==> src/rtl/call_stack.sv <==
// Return-address stack for CALL/RETURN: push on CALL, pop on RETURN.
// Overflow and underflow are dropped rather than wrapped, and each sets a sticky error flag.
module call_stack #(
  parameter int DEPTH      = 8,
  parameter int ADDR_WIDTH = 8,
  parameter int CNT_WIDTH  = $clog2(DEPTH) + 1
) (
  input  logic                  clk,
  input  logic                  rst_n,
  input  logic [1:0]            stack_control,
  input  logic [ADDR_WIDTH-1:0] push_addr,
  input  logic                  clr_err,
  output logic [1:0]            stack_flags,
  output logic [ADDR_WIDTH-1:0] pop_addr,
  output logic                  pop_valid,
  output logic [CNT_WIDTH-1:0]  count,
  output logic                  ovf,
  output logic                  udf
);

  localparam int IDX_W = $clog2(DEPTH);
  localparam logic [CNT_WIDTH-1:0] FULL_CNT = CNT_WIDTH'(DEPTH);
  localparam logic [CNT_WIDTH-1:0] ONE      = CNT_WIDTH'(1);

  logic [ADDR_WIDTH-1:0] mem [DEPTH];

  logic [CNT_WIDTH-1:0]  count_reg, count_next;
  logic [ADDR_WIDTH-1:0] pop_addr_reg;
  logic                  pop_valid_reg;
  logic                  ovf_reg, udf_reg;

  logic             full, empty;
  logic             wr_en, rd_en, ovf_set, udf_set;
  logic [IDX_W-1:0] wr_idx, top_idx;

  assign full    = (count_reg == FULL_CNT);
  assign empty   = (count_reg == '0);
  assign top_idx = IDX_W'(count_reg - ONE);

  // All decisions use the pre-edge occupancy; PUSH+POP on a non-empty stack overwrites the top.
  always_comb begin
    wr_en      = 1'b0;
    rd_en      = 1'b0;
    ovf_set    = 1'b0;
    udf_set    = 1'b0;
    wr_idx     = IDX_W'(count_reg);
    count_next = count_reg;
    case (stack_control)
      2'b10: begin
        if (!full) begin
          wr_en      = 1'b1;
          count_next = count_reg + ONE;
        end else begin
          ovf_set = 1'b1;
        end
      end
      2'b01: begin
        if (!empty) begin
          rd_en      = 1'b1;
          count_next = count_reg - ONE;
        end else begin
          udf_set = 1'b1;
        end
      end
      2'b11: begin
        wr_en = 1'b1;
        if (!empty) begin
          rd_en  = 1'b1;
          wr_idx = top_idx;
        end else begin
          wr_idx     = '0;
          count_next = ONE;
          udf_set    = 1'b1;
        end
      end
      default: ;
    endcase
  end

  // Storage is deliberately left uncleared by reset.
  always_ff @(posedge clk) begin
    if (wr_en) begin
      mem[wr_idx] <= push_addr;
    end
  end

  always_ff @(posedge clk or negedge rst_n) begin
    if (!rst_n) begin
      count_reg     <= '0;
      pop_addr_reg  <= '0;
      pop_valid_reg <= 1'b0;
      ovf_reg       <= 1'b0;
      udf_reg       <= 1'b0;
    end else begin
      count_reg     <= count_next;
      pop_valid_reg <= rd_en;
      if (rd_en) begin
        pop_addr_reg <= mem[top_idx];
      end
      // A new error in the same cycle as clr_err takes priority.
      ovf_reg <= ovf_set | (ovf_reg & ~clr_err);
      udf_reg <= udf_set | (udf_reg & ~clr_err);
    end
  end

  assign stack_flags = {full, empty};
  assign pop_addr    = pop_addr_reg;
  assign pop_valid   = pop_valid_reg;
  assign count       = count_reg;
  assign ovf         = ovf_reg;
  assign udf         = udf_reg;

endmodule

==> config.mk <==
export PLATFORM = sky130hd
export DESIGN_NAME = call_stack
export DESIGN_NICKNAME = d
export VERILOG_FILES = /design/src/rtl/call_stack.sv
export SDC_FILE = /design/constraint.sdc
export NUM_CORES = 1
export LEC_CHECK = 0
export ABC_CLOCK_PERIOD_IN_PS = 4200
export BUFFER_PORTS_ARGS = -buffer_cell sky130_fd_sc_hd__buf_2
export CAP_MARGIN = 10
export CORE_MARGIN = 1.5
export CORE_UTILIZATION = 60
export CTS_BUF_LIST = sky130_fd_sc_hd__clkbuf_4 sky130_fd_sc_hd__clkbuf_8 sky130_fd_sc_hd__clkbuf_16
export CTS_CLUSTER_SIZE = 24
export DETAILED_ROUTE_END_ITERATION = 16
export HOLD_SLACK_MARGIN = 0.05
export PLACE_DENSITY = 0.84
export SLEW_MARGIN = 20
export SYNTH_ARGS = -nofsm -noshare
export SYNTH_HDL_FRONTEND = slang
export SYNTH_SLANG_ARGS = --single-unit
export TNS_END_PERCENT = 100
==> constraint.sdc <==
create_clock -name clk -period 4.2 [get_ports clk]
set_clock_uncertainty 0.15 [all_clocks]
set_input_delay 0.42 -clock clk [delete_from_list [all_inputs] [get_ports clk]]
set_output_delay 0.42 -clock clk [all_outputs]
set_load 0.02 [all_outputs]
==> Word-level counts from Yosys, hierarchy flattened <==
Memory sizes are Yosys's and may differ from the RTL's. A register that Yosys moved wholly into a read port is not among the register bits.
Index checks and enable logic that the tools add are counted.
{ "totals": {"register_bits": 7, "latchBits": 0, "ramBits": 64, "mem_bits_ro": 0, "wordCells": 40, "n_memories": 1} }
{ "mem_list": {"columns": ["memory", "words", "word_bits", "read_ports", "rd_ports_with_merged_regs", "wr", "line", "rtl"], "rows": [
  ["mem", 8, 8, 1, 1, 1, "25", "logic [ADDR_WIDTH-1:0] mem [DEPTH];"]
]} }
{ "op_classes": {"addsub": 2, "n_mul": 0, "n_div": 0, "n_lt_le_gt_ge": 0, "n_eq_ne": 7, "shift": 0, "n_mux": 16, "bitwise_logic": 5, "reduce_logical": 5} }
{ "ops": {"columns": ["operator", "n"], "rows": [
  ["$mux W4", 3],
  ["$pmux W4 S3", 1],
  ["$mux W1", 9],
  ["$mux W3", 2],
  ["$ne A2 B2 Y1 const B", 3],
  ["$add A4 B1 Y4 const B", 1],
  ["$eq A2 B2 Y1 const B", 2],
  ["$eq A4 B4 Y1 const B", 1],
  ["$logic_not A4 Y1", 1],
  ["$reduce_and A4 Y1", 1],
  ["$sub A4 B1 Y4 const B", 1],
  ["$reduce_bool A3 Y1", 1],
  ["$and A1 B1 Y1", 2],
  ["$eq A2 B1 Y1 const B", 1],
  ["$or A1 B1 Y1", 2],
  ["$pmux W1 S2", 1],
  ["$reduce_or A2 Y1", 1],
  ["$logic_not A1 Y1", 1],
  ["$not A1 Y1", 1]
]} }

==> Depth between registers and ports, before layout <==
{ "logic_depth": {"depth_word": 5, "mapped_depth": 9, "depth_no_buf": 6} }

==> Worst setup path before layout <==
No wires, ideal clock.
{ "synth_timing": {"path_kind": "reg2reg", "from": "reg count_reg[0] (netlist: count[0])", "to": "mem mem[2][0], enable pin", "t_arrival_ns": 2.515, "required_time_ns": 3.667, "slack_ns": 1.152, "path_stages_with_launch": 9, "period_less_slack_ns": 3.048, "cell_sequence": "dfrtp_1 clkbuf_1 inv_1 ha_1 nor3b_2 nand2b_1 buf_4 o31a_1 nor3_1"} }
{ "synth_between": {"word_cells_on_any_way": 9, "cone_classes": "add/sub: 1; eq/ne: 1; mux: 6; reduce/logical: 1"} }
{ "synth_lines": {"columns": ["element", "line", "rtl"], "rows": [
  ["from (decl)", "27", "logic [CNT_WIDTH-1:0] count_reg, count_next;"],
  ["from (signal assigned)", "95", "count_reg <= count_next;"],
  ["$logic_not A4 Y1", "37", "assign empty = (count_reg == '0);"],
  ["named net empty", "32", "logic full, empty;"],
  ["$mux W3", "67", "if (!empty) begin"],
  ["$mux W3", "48", "case (stack_control)"],
  ["to (decl)", "25", null]
]} }
The timed path passes the listed nets, and every way through them passes these cells.

==> Final worst setup path <==
{ "layout_timing": {"from": "reg count_reg[0] (netlist: count[0])", "to": "mem mem[7][1], enable pin"} }
{ "layout_between": {"elab_chain_cells": 5, "word_cells_on_any_way": 9, "cone_classes": "add/sub: 1; eq/ne: 1; mux: 6; reduce/logical: 1"} }
{ "layout_rtl": {"columns": ["element", "line", "rtl"], "rows": [
  ["$eq A4 B4 Y1", "36", "assign full = (count_reg == FULL_CNT);"],
  ["$mux W1", "50", "if (!full) begin"],
  ["$pmux W1 S2", "48", null],
  ["$mux W1", "82", "if (wr_en) begin"],
  ["$mux W1 (not written as such)", "83", "mem[wr_idx] <= push_addr;"]
]} }
Parallel ways exist; a longest one is shown, timed or not.

==> results_dict.tcl <==
set metrics [dict create \
    cts_resized 0 \
    syn_inst 230 \
    status "finished, final reports clean" \
    crit_path_end_kind "flip-flop" \
    min_from "clr_err" \
    yosys_warnings 0 \
    rsz0062_at_grt "no" \
    diodes 0 \
    synth_area_um2 3370 \
    arrival_ps 2620 \
    p_seq_share_pct 38.1 \
    die_w_um 78.0 \
    clockBufferDepth 2 \
    startpoint "count[0]" \
    p_leak_nw 1.42 \
    initialDrtViolationCount 217 \
    yosys_register_bits 79 \
    grt_max_degree 35 \
    largest_reg_flops 64 \
    power_switching_mw 1.07 \
    io_buffer_count 29 \
    wl_per_cell_um 19.1 \
    nets 283 \
    initial_core_util_pct 61.6 \
    maxCapViolations 0 \
    worstMarginPinSlew_ps 686 \
    grt_overflow 0 \
    fin_util_pct 69.7 \
    drive_above_1_share_pct 32.7 \
    pwr-share-comb_pct 42.8 \
    slew_headroom_pct 54.0 \
    period_share_pct 66.5 \
    sw_frac_of_total_pct 37.0 \
    antenna_found_initial 0 \
    report.final.slew_viol_count 0 \
    worstPathRequired_ps 4020 \
    hold_violations 0 \
    setup_violations 0 \
    insertion_delay_ps 340 \
    synthToLayoutAreaGrowth_pct 13.2 \
    cts_buffers 9 \
    drcViolationCount 0 \
    max_freq_ghz 0.358 \
    wl_mm 6.56 \
    grt_usage_pct 23.6 \
    crit_path_max_fanout 13 \
    rows 27 \
    power_mw 2.89 \
    clkPwrFrac_pct 19.2 \
    syn_area_per_cell_um2 14.7 \
    ys_types 30 \
    crit_path_start_kind "flip-flop" \
    num_vias 2048 \
    power_density_nw_per_um2 758 \
    clk_pin_slew_ps 80 \
    cts.sinks 79 \
    syn-num-nets 246 \
    vias_per_cell 5.95 \
    ir_worst_vdd_mv 0.335 \
    yosysSeqAreaShare_pct 68.1 \
    grt_pass1_wl_mm 10.5 \
    root_buffer "clkbuf_8" \
    p_int_mw 1.82 \
    antenna_left 0 \
    holdCritPathClass "in -> reg" \
    cts_tree "done" \
    crit-reg2reg-launch "count[0]" \
    gp_congestion 0.882 \
    path_class "reg -> reg" \
    core_area_um2 5470 \
    hpwl_mm 4.22 \
    io_pins 30 \
    drt_first_pass_iters 4 \
    htreeDepth 3 \
    tns_ps 0 \
    die_area_um2 6080 \
    die_h_um 78.0 \
    fin_crit_ps 2790 \
    grt_pass1_vias 2049 \
]
## final timing paths
path	endpoint	slack (ps)	depth (start not counted)
worst min-delay path	udf	130	2
min in group asynchronous	pop_addr[1]	390	2
max in group asynchronous	ovf	3240	2
worst max register to register	mem[7][1]	1410	6
worst min register to register	pop_addr[0]	330	2
worst max-delay path	mem[7][1]	1410	6
## metrics by stage
step / hold WS [ps] / area (µm²) / worst slack (ps) / std cells
floorplan: -25.6 / 3370 / 1150 / 230
global placement: 207 / 3600 / 1250 / 327
detailed placement: 212 / 3600 / 1040 / 327
CTS: 109 / 3810 / 1030 / 344
global route: 111 / 3820 / 1250 / 344
finish: 126 / 3820 / 1410 / 344
## per-layer routing
| metal | vias up | track usage, % | wire, µm |
|---|---|---|---|
| li1 | 945 | - | - |
| met1 | 1008 | 31.8 | 2810 |
| met2 | 90 | 37.1 | 3180 |
| met3 | 5 | 6.47 | 517 |
| met4 | 0 | 8.39 | 55 |
| met5 | - | 0 | 0 |
## critical path, stage by stage (launching register included)
cell and delay (ps):
dfrtp_1 570, inv_1 160, ha_1 280, nor3b_2 210
nand2b_1 210, o31a_1 310, nor3_2 540
## layout by cell type, fill, tap and decap left out, drive strengths merged, types with 2 or more instances in the layout
| cell | count |
|---|---|
| ha | 3 |
| dfrtp | 15 |
| o21ai | 4 |
| xor2 | 2 |
| edfxtp | 64 |
| nor3 | 10 |
| inv | 6 |
| nand2b | 3 |
| clkinvlp | 2 |
| clkbuf | 11 |
| o31ai | 9 |
| clkinv | 2 |
| nor2 | 8 |
| nand3 | 2 |
| buf | 38 |
| mux2i | 3 |
| mux2 | 33 |
| o22ai | 18 |
| a21oi | 3 |
| nor2b | 6 |
| o41ai | 2 |
| nand2 | 17 |
## final cells by class
| type | instances | area [µm²] |
|---|---|---|
| sequential | 79 | 2300 |
| clock inverter | 5 | 58.8 |
| timing repair buffer | 39 | 223 |
| clock buffer | 11 | 139 |
| tap | 72 | 90.1 |
| inverter | 6 | 22.5 |
| fill | 361 | 1660 |
| multi-input combinational | 132 | 986 |
## cells by family after synthesis
kind of cell / after synthesis / synth area share (%)
DFF: 79 / 68.1
muxes: 36 / 11.9
adders and majority gates: 3 / 1.11
and+or+nand+nor: 48 / 6.86
buffers and inverters: 19 / 2.78
AOI/OAI and AO/OA: 42 / 8.42
xor gates and xnor gates: 3 / 0.779
## synth_stat cells
| library cell | instances | area [µm²] |
|---|---|---|
| nor2b_1 | 6 | 37.5 |
| xnor2_1 | 1 | 8.76 |
| o41ai_1 | 2 | 17.5 |
| a22o_1 | 1 | 8.76 |
| a211o_1 | 1 | 8.76 |
| nand2b_1 | 3 | 18.8 |
| mux2_2 | 33 | 372 |
| a21oi_1 | 3 | 15.0 |
| and3b_1 | 1 | 8.76 |
| o311ai_1 | 1 | 8.76 |
| nor3_1 | 10 | 50.1 |
| buf_2 | 9 | 45.0 |
| nor3b_2 | 1 | 12.5 |
| o31ai_1 | 9 | 67.6 |
| xor2_1 | 2 | 17.5 |
| o21ai_0 | 4 | 20.0 |
| buf_4 | 3 | 22.5 |
| o22ai_1 | 18 | 113 |
| a21o_1 | 1 | 7.51 |
| a32oi_1 | 1 | 8.76 |
| nand2_1 | 17 | 63.8 |
| dfrtp_1 | 15 | 375 |
| inv_1 | 6 | 22.5 |
| clkbuf_1 | 1 | 3.75 |
| edfxtp_1 | 64 | 1920 |
| mux2i_1 | 3 | 30.0 |
| o31a_1 | 1 | 8.76 |
| ha_1 | 3 | 37.5 |
| nor2_1 | 8 | 30.0 |
| nand3_1 | 2 | 10.0 |
## power groups by stage
stage / Clock [mW] / Combinational (mW) / Sequential [mW]
3_3_place_gp: 0 / 1.20 / 1.11
5_1_grt: 0.602 / 1.34 / 1.12
2_1_floorplan: 0 / 0.869 / 1.16
4_1_cts: 0.564 / 1.24 / 1.10
6_report: 0.554 / 1.24 / 1.10
3_5_place_dp: 0 / 1.22 / 1.12
## repair_timing
item                                   in CTS  in global routing
setup buffers                               0                  0
hold buffers                                1                  0
endpoints found under the hold margin      15                  0
Power figures use the tool's default switching activity.
